$ cat config.mk
export PLATFORM = sky130hd
export DESIGN_NAME = match_sequencer
export DESIGN_NICKNAME = d
export VERILOG_FILES = /design/src/rtl/match_sequencer.sv
export SDC_FILE = /design/constraint.sdc
export NUM_CORES = 1
export LEC_CHECK = 0
export CELL_PAD_IN_SITES_DETAIL_PLACEMENT = 1
export CELL_PAD_IN_SITES_GLOBAL_PLACEMENT = 2
export CORE_MARGIN = 1
export CORE_UTILIZATION = 36
export CTS_BUF_LIST = sky130_fd_sc_hd__clkbuf_2 sky130_fd_sc_hd__clkbuf_4 sky130_fd_sc_hd__clkbuf_8
export DETAILED_ROUTE_END_ITERATION = 8
export GPL_ROUTABILITY_DRIVEN = 0
export GPL_TIMING_DRIVEN = 0
export PLACE_DENSITY = 0.8
export SLEW_MARGIN = 20
export SYNTH_ARGS = -nofsm -noshare
export SYNTH_HDL_FRONTEND = slang
export SYNTH_SLANG_ARGS = --single-unit
export TNS_END_PERCENT = 1
$ cat constraint.sdc
create_clock -name clk -period 2.8 [get_ports clk]
set_input_delay 0.84 -clock clk [delete_from_list [all_inputs] [get_ports clk]]
set_output_delay 0.84 -clock clk [all_outputs]
set_load 0.05 [all_outputs]
$ cat src/rtl/match_sequencer.sv
// -----------------------------------------------------------------------------
// match_sequencer
//   Frame-level controller for one Pikachu Volleyball match. Generates the
//   frame tick, requests one physics step per frame, pulses the display latch
//   when physics results are ready, keeps score, runs the serve delay and hands
//   finished rallies to the replay unit through a request/busy handshake.
//
// Ports
//   clk            system clock (single domain)
//   reset          synchronous, active-high reset
//   start          one-cycle pulse, begins a match from IDLE or OVER
//   win_score      target points, sampled on start (0 is treated as 1)
//   replay_on      enables post-point replay, sampled in POINT
//   phys_valid     one-cycle pulse, physics step finished
//   phys_game_over ball landed this step (qualified by phys_valid)
//   phys_winner    1 = P1, 2 = P2 (qualified by phys_valid)
//   replay_busy    replay unit is playing back
//   frame_tick     one-cycle pulse per frame
//   phys_en        one-cycle physics step request
//   disp_latch     one-cycle pulse, copy physics positions to display
//   replay_req     level, held until replay_busy is seen or timeout
//   p1_score       running score of player 1
//   p2_score       running score of player 2
//   match_done     high in OVER
//   match_winner   0 until OVER, then 1 or 2
//   step_overrun   sticky, a frame tick arrived with a step outstanding
//   state          current FSM state encoding
// -----------------------------------------------------------------------------
module match_sequencer #(
    parameter int FRAME_DIV         = 1666666,
    parameter int SERVE_FRAMES      = 60,
    parameter int REPLAY_ACK_FRAMES = 4
) (
    input  logic       clk,
    input  logic       reset,
    input  logic       start,
    input  logic [3:0] win_score,
    input  logic       replay_on,
    input  logic       phys_valid,
    input  logic       phys_game_over,
    input  logic [1:0] phys_winner,
    input  logic       replay_busy,
    output logic       frame_tick,
    output logic       phys_en,
    output logic       disp_latch,
    output logic       replay_req,
    output logic [3:0] p1_score,
    output logic [3:0] p2_score,
    output logic       match_done,
    output logic [1:0] match_winner,
    output logic       step_overrun,
    output logic [2:0] state
);

    localparam int FC_W = (FRAME_DIV > 1) ? $clog2(FRAME_DIV) : 1;
    localparam int SC_W = $clog2(SERVE_FRAMES + 2);
    localparam int AC_W = $clog2(REPLAY_ACK_FRAMES + 2);

    localparam logic [FC_W-1:0] FC_LAST  = FC_W'(FRAME_DIV - 1);
    localparam logic [SC_W-1:0] SC_LOAD  = SC_W'(SERVE_FRAMES);
    localparam logic [AC_W-1:0] AC_LIMIT = AC_W'(REPLAY_ACK_FRAMES);

    typedef enum logic [2:0] {
        ST_IDLE      = 3'd0,
        ST_SERVE     = 3'd1,
        ST_RALLY     = 3'd2,
        ST_STEP_WAIT = 3'd3,
        ST_POINT     = 3'd4,
        ST_REPLAY    = 3'd5,
        ST_OVER      = 3'd6
    } state_t;

    state_t          state_r;
    logic [FC_W-1:0] frame_cnt_r;
    logic [FC_W-1:0] frame_cnt_nxt_s;
    logic            frame_tick_r;
    logic            phys_en_r;
    logic            disp_latch_r;
    logic            replay_req_r;
    logic [3:0]      p1_r;
    logic [3:0]      p2_r;
    logic            match_done_r;
    logic [1:0]      match_winner_r;
    logic            step_overrun_r;
    logic            rearm_r;
    logic            step_pend_r;   // rearm step issued in SERVE, awaiting phys_valid
    logic            busy_seen_r;   // replay unit acknowledged the request
    logic [AC_W-1:0] ack_cnt_r;
    logic [SC_W-1:0] serve_cnt_r;
    logic [3:0]      tgt_r;

    // Score increment that holds at the 4-bit maximum.
    function automatic logic [3:0] sat_inc(input logic [3:0] s);
        return (s == 4'd15) ? s : s + 4'd1;
    endfunction

    // Next value of the free-running frame counter.
    always_comb begin
        if (frame_cnt_r == FC_LAST) begin
            frame_cnt_nxt_s = {FC_W{1'b0}};
        end else begin
            frame_cnt_nxt_s = frame_cnt_r + FC_W'(1);
        end
    end

    // Frame counter; the tick register is high while the count sits at its last value.
    always_ff @(posedge clk) begin
        if (reset) begin
            frame_cnt_r  <= {FC_W{1'b0}};
            frame_tick_r <= 1'b0;
        end else begin
            frame_cnt_r  <= frame_cnt_nxt_s;
            frame_tick_r <= (frame_cnt_nxt_s == FC_LAST);
        end
    end

    // Match FSM with all registered outputs.
    always_ff @(posedge clk) begin
        if (reset) begin
            state_r        <= ST_IDLE;
            phys_en_r      <= 1'b0;
            disp_latch_r   <= 1'b0;
            replay_req_r   <= 1'b0;
            p1_r           <= 4'd0;
            p2_r           <= 4'd0;
            match_done_r   <= 1'b0;
            match_winner_r <= 2'd0;
            step_overrun_r <= 1'b0;
            rearm_r        <= 1'b0;
            step_pend_r    <= 1'b0;
            busy_seen_r    <= 1'b0;
            ack_cnt_r      <= {AC_W{1'b0}};
            serve_cnt_r    <= {SC_W{1'b0}};
            tgt_r          <= 4'd1;
        end else begin
            phys_en_r    <= 1'b0;
            disp_latch_r <= 1'b0;
            case (state_r)
                ST_IDLE, ST_OVER: begin
                    if (start) begin
                        tgt_r          <= (win_score == 4'd0) ? 4'd1 : win_score;
                        p1_r           <= 4'd0;
                        p2_r           <= 4'd0;
                        match_done_r   <= 1'b0;
                        match_winner_r <= 2'd0;
                        rearm_r        <= 1'b1;
                        step_pend_r    <= 1'b0;
                        serve_cnt_r    <= SC_LOAD;
                        state_r        <= ST_SERVE;
                    end
                end
                ST_SERVE: begin
                    if (step_pend_r) begin
                        // Reset step result: positions only, landing flag ignored.
                        if (phys_valid) begin
                            disp_latch_r <= 1'b1;
                            step_pend_r  <= 1'b0;
                        end
                    end else if (frame_tick_r) begin
                        if (rearm_r) begin
                            phys_en_r   <= 1'b1;
                            rearm_r     <= 1'b0;
                            step_pend_r <= 1'b1;
                        end else if (serve_cnt_r <= SC_W'(1)) begin
                            serve_cnt_r <= {SC_W{1'b0}};
                            state_r     <= ST_RALLY;
                        end else begin
                            serve_cnt_r <= serve_cnt_r - SC_W'(1);
                        end
                    end
                end
                ST_RALLY: begin
                    if (frame_tick_r) begin
                        phys_en_r <= 1'b1;
                        state_r   <= ST_STEP_WAIT;
                    end
                end
                ST_STEP_WAIT: begin
                    // A late step swallows the tick; it is flagged, not queued.
                    if (frame_tick_r) begin
                        step_overrun_r <= 1'b1;
                    end
                    if (phys_valid) begin
                        disp_latch_r <= 1'b1;
                        if (phys_game_over) begin
                            case (phys_winner)
                                2'd1: begin
                                    p1_r    <= sat_inc(p1_r);
                                    state_r <= ST_POINT;
                                end
                                2'd2: begin
                                    p2_r    <= sat_inc(p2_r);
                                    state_r <= ST_POINT;
                                end
                                default: begin
                                    rearm_r     <= 1'b1;
                                    serve_cnt_r <= SC_LOAD;
                                    state_r     <= ST_SERVE;
                                end
                            endcase
                        end else begin
                            state_r <= ST_RALLY;
                        end
                    end
                end
                ST_POINT: begin
                    if (p1_r >= tgt_r) begin
                        match_winner_r <= 2'd1;
                        match_done_r   <= 1'b1;
                        state_r        <= ST_OVER;
                    end else if (p2_r >= tgt_r) begin
                        match_winner_r <= 2'd2;
                        match_done_r   <= 1'b1;
                        state_r        <= ST_OVER;
                    end else if (replay_on) begin
                        replay_req_r <= 1'b1;
                        busy_seen_r  <= 1'b0;
                        ack_cnt_r    <= {AC_W{1'b0}};
                        state_r      <= ST_REPLAY;
                    end else begin
                        rearm_r     <= 1'b1;
                        serve_cnt_r <= SC_LOAD;
                        state_r     <= ST_SERVE;
                    end
                end
                ST_REPLAY: begin
                    if (!busy_seen_r) begin
                        if (replay_busy) begin
                            busy_seen_r  <= 1'b1;
                            replay_req_r <= 1'b0;
                        end else if (frame_tick_r) begin
                            // Replay unit never answered: give up and serve.
                            if ((ack_cnt_r + AC_W'(1)) >= AC_LIMIT) begin
                                replay_req_r <= 1'b0;
                                rearm_r      <= 1'b1;
                                serve_cnt_r  <= SC_LOAD;
                                state_r      <= ST_SERVE;
                            end else begin
                                ack_cnt_r <= ack_cnt_r + AC_W'(1);
                            end
                        end
                    end else if (!replay_busy) begin
                        rearm_r     <= 1'b1;
                        serve_cnt_r <= SC_LOAD;
                        state_r     <= ST_SERVE;
                    end
                end
                default: begin
                    state_r <= ST_IDLE;
                end
            endcase
        end
    end

    assign frame_tick   = frame_tick_r;
    assign phys_en      = phys_en_r;
    assign disp_latch   = disp_latch_r;
    assign replay_req   = replay_req_r;
    assign p1_score     = p1_r;
    assign p2_score     = p2_r;
    assign match_done   = match_done_r;
    assign match_winner = match_winner_r;
    assign step_overrun = step_overrun_r;
    assign state        = state_r;

endmodule

* Word-level counts from Yosys, hierarchy flattened
Index checks and enable logic that the tools add are counted.
Storage, ports and cells: flip-flop bits (word level) 56, bits of input ports 13, output and inout port bits 19, word-level logic and storage cells 189
Operators by class: $add $sub $neg 5, order comparisons 4, equality and inequality tests 38, mux-type cells 104, reduce and logical (&&, ||, !) cells 21
Operators by type and width (number):
- two-way mux 6 bit | 16
- two-way mux 3 bit | 24
- == test 21 bit, second input constant | 2
- two-way mux 4 bit | 10
- inequality test 2 bit, second input constant | 19
- two-way mux 1 bit | 37
- case mux 6 bit (5 select lines) | 1
- adder 21 x 1 -> 21 bit, second input constant | 1
- two-way mux 21 bit | 1
- case mux 3 bit (6 select lines) | 1
- case mux 4 bit (2 select lines) | 2
- inequality test 3 bit, second input constant | 5
- AND reduction 14 bit | 1
- AND reduction 13 bit | 1
- case mux 1 bit (2 select lines) | 6
- AND reduction 6 bit | 2
- AND reduction 10 bit | 1
- == test 3 bit, second input constant | 3
- adder 4 x 1 -> 4 bit, second input constant | 2
- == test 4 bit, second input constant | 2
- greater-or-equal comparator 4 bit | 2
- AND reduction 8 bit | 1
- nonzero test 2 bit | 4
- AND reduction 7 bit | 1
- other kinds (20) | 27

* Logic depth before layout (Yosys ltp)
Gate-level depths: netlist (run 1).
depth in word-level cells 7, gate-level depth with buffers 8, depth with buffers taken out 8

* Least setup slack after synthesis (run 1)
OpenSTA, ideal clock, no wires.
kind flip-flop to flip-flop, from register p2_r[0] (netlist: p2_score[0]), to register serve_cnt_r[0], library setup time 71 ps, arrival time 2485 ps, required time 2729 ps, setup slack 244 ps, stages on the path, launching flop included 9, path buffers 0, clock period less this slack 2556 ps, cell sequence dfxtp_1 > inv_1 > ha_1 > nand2b_1 > a21oi_1 > o21ai_0 > o31a_1 > or4_1 > a21oi_1
On the way: cells in the longest elaborated chain, start to end 3
RTL lines:
- start, declared | RTL line 81 | logic [3:0] p2_r;
- start signal, assigned | RTL line 192 | p2_r <= sat_inc(p2_r);
- greater-or-equal comparator 4 bit | RTL line 211 | end else if (p2_r >= tgt_r) begin
- inequality test 2 bit (no source line)
- AND reduction 14 bit (no source line)
- end signal, assigned | RTL line 133 | serve_cnt_r <= {SC_W{1'b0}};
- end signal, assigned | RTL line 165 | serve_cnt_r <= {SC_W{1'b0}};
- end signal, assigned | RTL line 168 | serve_cnt_r <= serve_cnt_r - SC_W'(1);
- end, declared | RTL line 89 | logic [SC_W-1:0] serve_cnt_r;
No other way between the ends. A chain may end at the register's enable or synchronous reset.

* Worst setup path in the final report (run 1)
from input phys_winner[0], to register serve_cnt_r[0]
On the way: cells in the longest elaborated chain, start to end 4, elaborated cells between the ends (all ways) 5, those cells by class eq/ne: 3; reduce/logical: 2
RTL lines:
- start, declared | RTL line 41 | input logic [1:0] phys_winner,
- == test 2 bit / == test 2 x 1 -> 1 bit (equally long branches) | RTL line 186 | case (phys_winner)
- OR reduction 2 bit (no source line) (*)
- inequality test 2 bit (no source line) (*)
- AND reduction 14 bit (no source line) (*)
Every way passes the cells marked *; elsewhere a longest branch is shown, timed or not.

==> results.cfg, run 1 <==
[status]
status = completed

[synthesis]
synth.top_cell.area_share = 0.3422
yosysSeqAreaShare = 0.3422
synth_cell_types = 63
syn_area_per_cell_um2 = 8.210
yosysWarnings = 0
ys_seq_elements = 56
synthArstFlopShare = 0
synthesis.nets = 429
synth_cells = 399
synth_area_leaders = dfxtp_1, ha_1, nor2_1
synth-edff-count = 0
synth-main-ff-cell = dfxtp_1
syn-cell-area_um2 = 3276
synth_area_leader_cell = dfxtp_1

[timing]
fin_crit_sh = 0.9575
holdWs_ns = 0.4836
report.final.slew_viol_count = 0
fmax_ghz = 0.3730
finalSetupViolations = 0
hold_viol = 0
worstMarginPinSlew_ns = 0.9733
relSlewSlack = 0.3494
fin_crit_ns = 2.681
skew_ns = 0.007077
rsz0062_at_grt = no

[layout]
synthToLayoutAreaGrowth_pct = 16.54
drive_gt1_frac = 0.07078
final_cells = 546
final_cell_area_um2 = 3817
antennaDiodeCount = 0
nets = 467
num-fill-cells = 1069
multi_input_area_um2 = 1988
register_area_um2 = 1121
final_core_util = 0.4356

[floorplanning]
die_area_um2 = 9485
core-area_um2 = 8763
initial_core_util = 0.3738
io_pins = 32
die_h_um = 97.39
rows = 34
die_w_um = 97.39

[setup_path]
ff2ff_path_depth = 8
required_ns = 3.05
worstReg2RegEnd = serve_cnt_r[0]$_SDFFE_PP0P_
cp_max_fo = 7
start_kind = input port
critPathKind = input port to flop
cp-startpoint = phys_winner[0]
cp.arrival_ns = 2.93
endpoint_kind = flop
crit_path_end = serve_cnt_r[0]$_SDFFE_PP0P_
reg2reg_slack_ns = 0.21
timing.rr.start = p2_score[0]$_SDFFE_PP0P_

[routing]
vias = 3075
first_pass_iters = 4
ant_nets = 0
vias_per_cell = 5.632
post_drt_wl_per_cell_um = 16.50
drt_iter0_drc = 107
finalWirelength_um = 9010
drc = 0

[placed_design]
dp_cells = 538
dpl-instance-area_um2 = 3721
dp_hpwl_um = 6783
io_buffers = 31

[pwr]
netSwitchingPower_uw = 1020
internal_power_uw = 1412
p_leak_uw = 0.001373
netSwitchingFraction = 0.4193
p_per_area_nw_per_um2 = 636.9
seqPwrFrac = 0.388
combPwrFrac = 0.417
clock_power_share = 0.195
ir_drop_v = 0.0002313

[cts]
root_buffer = clkbuf_8
numClockSinks = 56
htree_levels = 2
cts_buffers = 5
clk_path_buf_depth = 2
worstSkewPairLatency_ns = 0.31
tritoncts = yes
clk_pin_slew_worst_paths_ns = 0.11

[global_routing]
antenna_found_initial = 0
grt_pass1_vias = 3115
grt_max_degree = 19
grt_usage = 0.2000
grt_first_pass_wirelength_um = 15550
overflow = 0

[job]
cap_violations = 0

[worst_hold_path]
holdPathStages = 1
min_path_type = flop to flop
==> sequential cells by signal, indices dropped and copies added, names as in the netlist, 2 cells and up <==
register and cells:
serve_cnt_r 6, ack_cnt_r 3, p1_score 4, tgt_r 4
p2_score 4, match_winner 2, state 3, frame_cnt_r 21
==> synth_stat cells (5+ instances only) <==
library cell,n
a21oi_1,24
a31oi_1,9
buf_2,8
clkbuf_1,10
dfxtp_1,56
ha_1,17
inv_1,22
nand2_1,24
nand2b_1,6
nand3_1,19
nand4_1,8
nand4b_1,6
nor2_1,55
nor3_1,10
nor4_1,8
o21ai_0,13
o31ai_1,5
xnor2_1,10
xor2_1,16
==> cells by family after synthesis <==
group,after synthesis,share of synthesized area
flops,56,0.3422
simple gates,169,0.2827
mux,4,0.01222
fa+ha+maj,17,0.06493
compound gates,83,0.1711
xor+xnor,27,0.07448
buf+inv,43,0.05233
==> power groups by stage <==
stage | logic [uW] | clock network, uW | registers, uW
after floorplan | 657 | 0 | 1020
after global placement | 978 | 0 | 961
after detailed placement | 1010 | 0 | 964
after CTS | 1020 | 493 | 946
after global routing | 1120 | 521 | 963
final | 1010 | 473 | 944
==> cell usage in the layout, fill, tap and decap left out, types with 4 or more instances in the layout <==
cell             count
xnor2_1             10
nor2_1              55
nor4_1               8
clkdlybuf4s50_1     31
nand3_1             19
nor3_1              10
nor3b_1              4
nand4_1              8
nand3b_1             4
nand4b_1             6
nor4b_1              4
a31oi_1              9
dfxtp_1             56
mux2i_1              4
ha_1                17
o31ai_1              4
a21oi_1             24
clkbuf_1            10
xor2_1              16
nand2b_1             6
o21ai_0             13
buf_2                8
inv_1               22
nand2_1             24
clkbuf_8             5
==> through the flow <==
step           setup WS [ns]  total power (uW)  TNS [ns]
6_report              0.1191              2431         0
5_1_grt              0.01232              2601         0
4_1_cts              0.01212              2454         0
3_5_place_dp         -0.1936              1973    -1.620
3_3_place_gp         -0.1679              1939    -1.140
2_1_floorplan         0.2443              1680         0
==> how the worst min path moves through the flow <==
stage                                               to                         start  slack (ns)
final                     match_winner[1]$_SDFFE_PP0P_  match_winner[1]$_SDFFE_PP0P_        0.48
after global routing      match_winner[1]$_SDFFE_PP0P_  match_winner[1]$_SDFFE_PP0P_        0.52
after detailed placement  match_winner[1]$_SDFFE_PP0P_  match_winner[1]$_SDFFE_PP0P_        0.45
after floorplan            serve_cnt_r[4]$_SDFFE_PP0P_   serve_cnt_r[4]$_SDFFE_PP0P_        0.45
after global placement       step_overrun$_SDFFE_PP0P_     step_overrun$_SDFFE_PP0P_        0.46
after CTS                 match_winner[1]$_SDFFE_PP0P_  match_winner[1]$_SDFFE_PP0P_        0.49
==> cell type report <==
class,instances,share of cell area
timing repair buffer,31,0.08128
buffer,21,0.02327
clock buffer,5,0.01803
sequential,56,0.2937
inverter,22,0.02163
tap,108,0.03540
clock inverter,3,0.005900
multi-input combinational,300,0.5208
==> per-layer routing <==
| metal | up-vias | routed length [um] | part of all wire | GRT usage |
|---|---|---|---|---|
| li1 | 1518 | - | - | - |
| met1 | 1500 | 4489 | 0.50 | 0.2825 |
| met2 | 48 | 4171 | 0.46 | 0.3211 |
| met3 | 9 | 214 | 0.024 | 0.02734 |
| met4 | 0 | 135 | 0.015 | 0.04864 |
| met5 | - | 0 | 0 | 0 |
==> timing repair <==
| item | CTS | global route |
|---|---|---|
| resized for setup | 0 | 1 |
| hold buffers | 0 | 0 |
| buffers inserted | 0 | 0 |
| setup endpoints to repair | 0 | 5 |
==> critical path, cell delays in order <==
cell and delay (ns):
clkdlybuf4s50_1 0.48, inv_1 0.05, ha_1 0.32, nand4b_1 0.12, nand3_1 0.13, nor2b_1 0.22, nand2_2 0.14, or4_1 0.49
a21oi_1 0.14
(Power assumes the default switching activity.)
==> run 2: changes to the inputs <==
--- a/config.mk
+++ b/config.mk
@@ -13,6 +13,7 @@
 export DETAILED_ROUTE_END_ITERATION = 8
 export GPL_ROUTABILITY_DRIVEN = 0
 export GPL_TIMING_DRIVEN = 0
+export MAX_ROUTING_LAYER = met4
 export PLACE_DENSITY = 0.8
 export SLEW_MARGIN = 20
 export SYNTH_ARGS = -nofsm -noshare
==> run 2 against run 1 <==
Against the previous run: critical endpoint unchanged; highest routed layer unchanged; core utilization unchanged; largest power group unchanged; critical path depth unchanged; wire length is 0.19% higher; clock skew increased by 0.0030 ns; non-clock buffer count unchanged; critical path type unchanged.
==> results.cfg, run 2 (same netlist as run 1, synthesis figures left out) <==
[status]
status = completed

[layout]
final_cells = 546
drive_gt1_frac = 0.07078
nets = 467
num-fill-cells = 1069
largest_register = frame_cnt_r
mostFrequentLayoutCells = dfxtp_1, nor2_1, clkdlybuf4s50_1
largest_reg_flops = 21
antennaDiodeCount = 0
final_core_util = 0.4356
multi_input_area_um2 = 1988
largestRegisters = frame_cnt_r: 21 flops, serve_cnt_r: 6 flops
layout_commonest_cell = dfxtp_1
register_area_um2 = 1121
synthToLayoutAreaGrowth_pct = 16.54

[timing]
report.final.slew_viol_count = 0
finalSetupViolations = 0
relSlewSlack = 0.3472
fmax_ghz = 0.3718
skew_ns = 0.01003
fin_crit_sh = 0.9605
fin_crit_ns = 2.689
hold_viol = 0
worstMarginPinSlew_ns = 0.9766
rsz0062_at_grt = no

[setup_path]
path_cells = clkdlybuf4s50_1 > inv_1 > ha_1 > nand4b_1 > nand3_1 > nor2b_1 > nand2_2 > or4_1 > a21oi_1
cp.buffers_inverters = 2
start_kind = input port
cp_max_fo = 7
required_ns = 3.05
critPathSlowestCell = or4_1
cpPeakStageDelay_ns = 0.49
critPathKind = input port to flop
path_delay_family = simple AND/OR/NAND/NOR gates
endpoint_kind = flop
cp.arrival_ns = 2.94

[routing]
drt_iter0_drc = 105
post_drt_wl_per_cell_um = 16.53
first_pass_iters = 4
vias = 3060
drc = 0
ant_nets = 0
finalWirelength_um = 9027
vias_per_cell = 5.604

[placed_design]
dp_hpwl_um = 6783
dp_cells = 538
io_buffers = 31

[global_routing]
overflow = 0
grt_first_pass_wirelength_um = 15570
antenna_found_initial = 0
grt_pass1_vias = 3117
grt_max_degree = 19
grt_usage = 0.2055

[pwr]
p_leak_uw = 0.001373
seqPwrFrac = 0.388
combPwrFrac = 0.417
clock_power_share = 0.194
netSwitchingPower_uw = 1020
p_per_area_nw_per_um2 = 637.1
netSwitchingFraction = 0.4195
internal_power_uw = 1412
ir_drop_v = 0.0002327

[floorplanning]
rows = 34
io_pins = 32
die_h_um = 97.39
initial_core_util = 0.3738
die_w_um = 97.39
core-area_um2 = 8763
die_area_um2 = 9485

[cts]
clk_path_buf_depth = 2
clk_pin_slew_worst_paths_ns = 0.11
worstSkewPairLatency_ns = 0.32
cts_buffers = 5
numClockSinks = 56
tritoncts = yes
root_buffer = clkbuf_8
post_cts_buffers = 0
htree_levels = 2

[worst_hold_path]
min_path_type = flop to flop

[job]
cap_violations = 0
==> run 2: cell counts in the layout (fill, tap and decap cells not counted) <==
No cell type changed its count.
==> run 2: through the flow <==
step	setup WS, ns	power [uW]	hold WS (ns)	TNS (ns)	area, um^2
2_1_floorplan	0.2443	1680	0.4491	0	3276
3_3_place_gp	-0.1679	1939	0.4562	-1.140	3721
3_5_place_dp	-0.1936	1973	0.4522	-1.620	3721
4_1_cts	0.01212	2454	0.4882	0	3812
5_1_grt	0.01235	2599	0.5190	0	3817
6_report	0.1106	2432	0.4837	0	3817
==> run 2: worst register-to-register path: cells and delay by family, from the launching register on <==
kind	cells	cell delay, ns
DFF	1	0.44
adders and majority gates	1	0.29
buffers and inverters	1	0.08
and+or+nand+nor	2	0.66
AOI/OAI and AO/OA	4	1.06
==> run 2: metal layers <==
layer / track usage / vias to the layer above / wire length [um]
li1: - / 1517 / -
met1: 0.2820 / 1489 / 4512
met2: 0.3222 / 46 / 4172
met3: 0.02590 / 8 / 220
met4: 0.04864 / 0 / 121
met5: - / - / 0
==> run 2: repair_timing <==
action                                  4_1_cts  5_1_grt
hold buffers                                  0        0
endpoints found under the setup margin        0        5
resized for setup                             0        1
==> run 2: final cells by class <==
| cell class | count | share of cell area |
|---|---|---|
| multi-input combinational | 300 | 0.5208 |
| buffer | 21 | 0.02327 |
| inverter | 22 | 0.02163 |
| clock inverter | 3 | 0.005900 |
| timing repair buffer | 31 | 0.08128 |
| clock buffer | 5 | 0.01803 |
| sequential | 56 | 0.2937 |
| tap | 108 | 0.03540 |
==> run 2: power groups by stage <==
stage	Sequential (uW)	Combinational (uW)	Clock, uW
3_3_place_gp	961	978	0
2_1_floorplan	1020	657	0
5_1_grt	963	1120	519
4_1_cts	946	1020	493
6_report	944	1020	473
3_5_place_dp	964	1010	0
==> run 2: worst paths after layout <==
path | end | startpoint | slack (ns) | cells after the start
max reg2reg | serve_cnt_r[0]$_SDFFE_PP0P_ | p2_score[0]$_SDFFE_PP0P_ | 0.21 | 8
min reg2reg | match_winner[1]$_SDFFE_PP0P_ | match_winner[1]$_SDFFE_PP0P_ | 0.48 | 1
min | match_winner[1]$_SDFFE_PP0P_ | match_winner[1]$_SDFFE_PP0P_ | 0.48 | 1
max | serve_cnt_r[0]$_SDFFE_PP0P_ | phys_winner[0] | 0.11 | 9
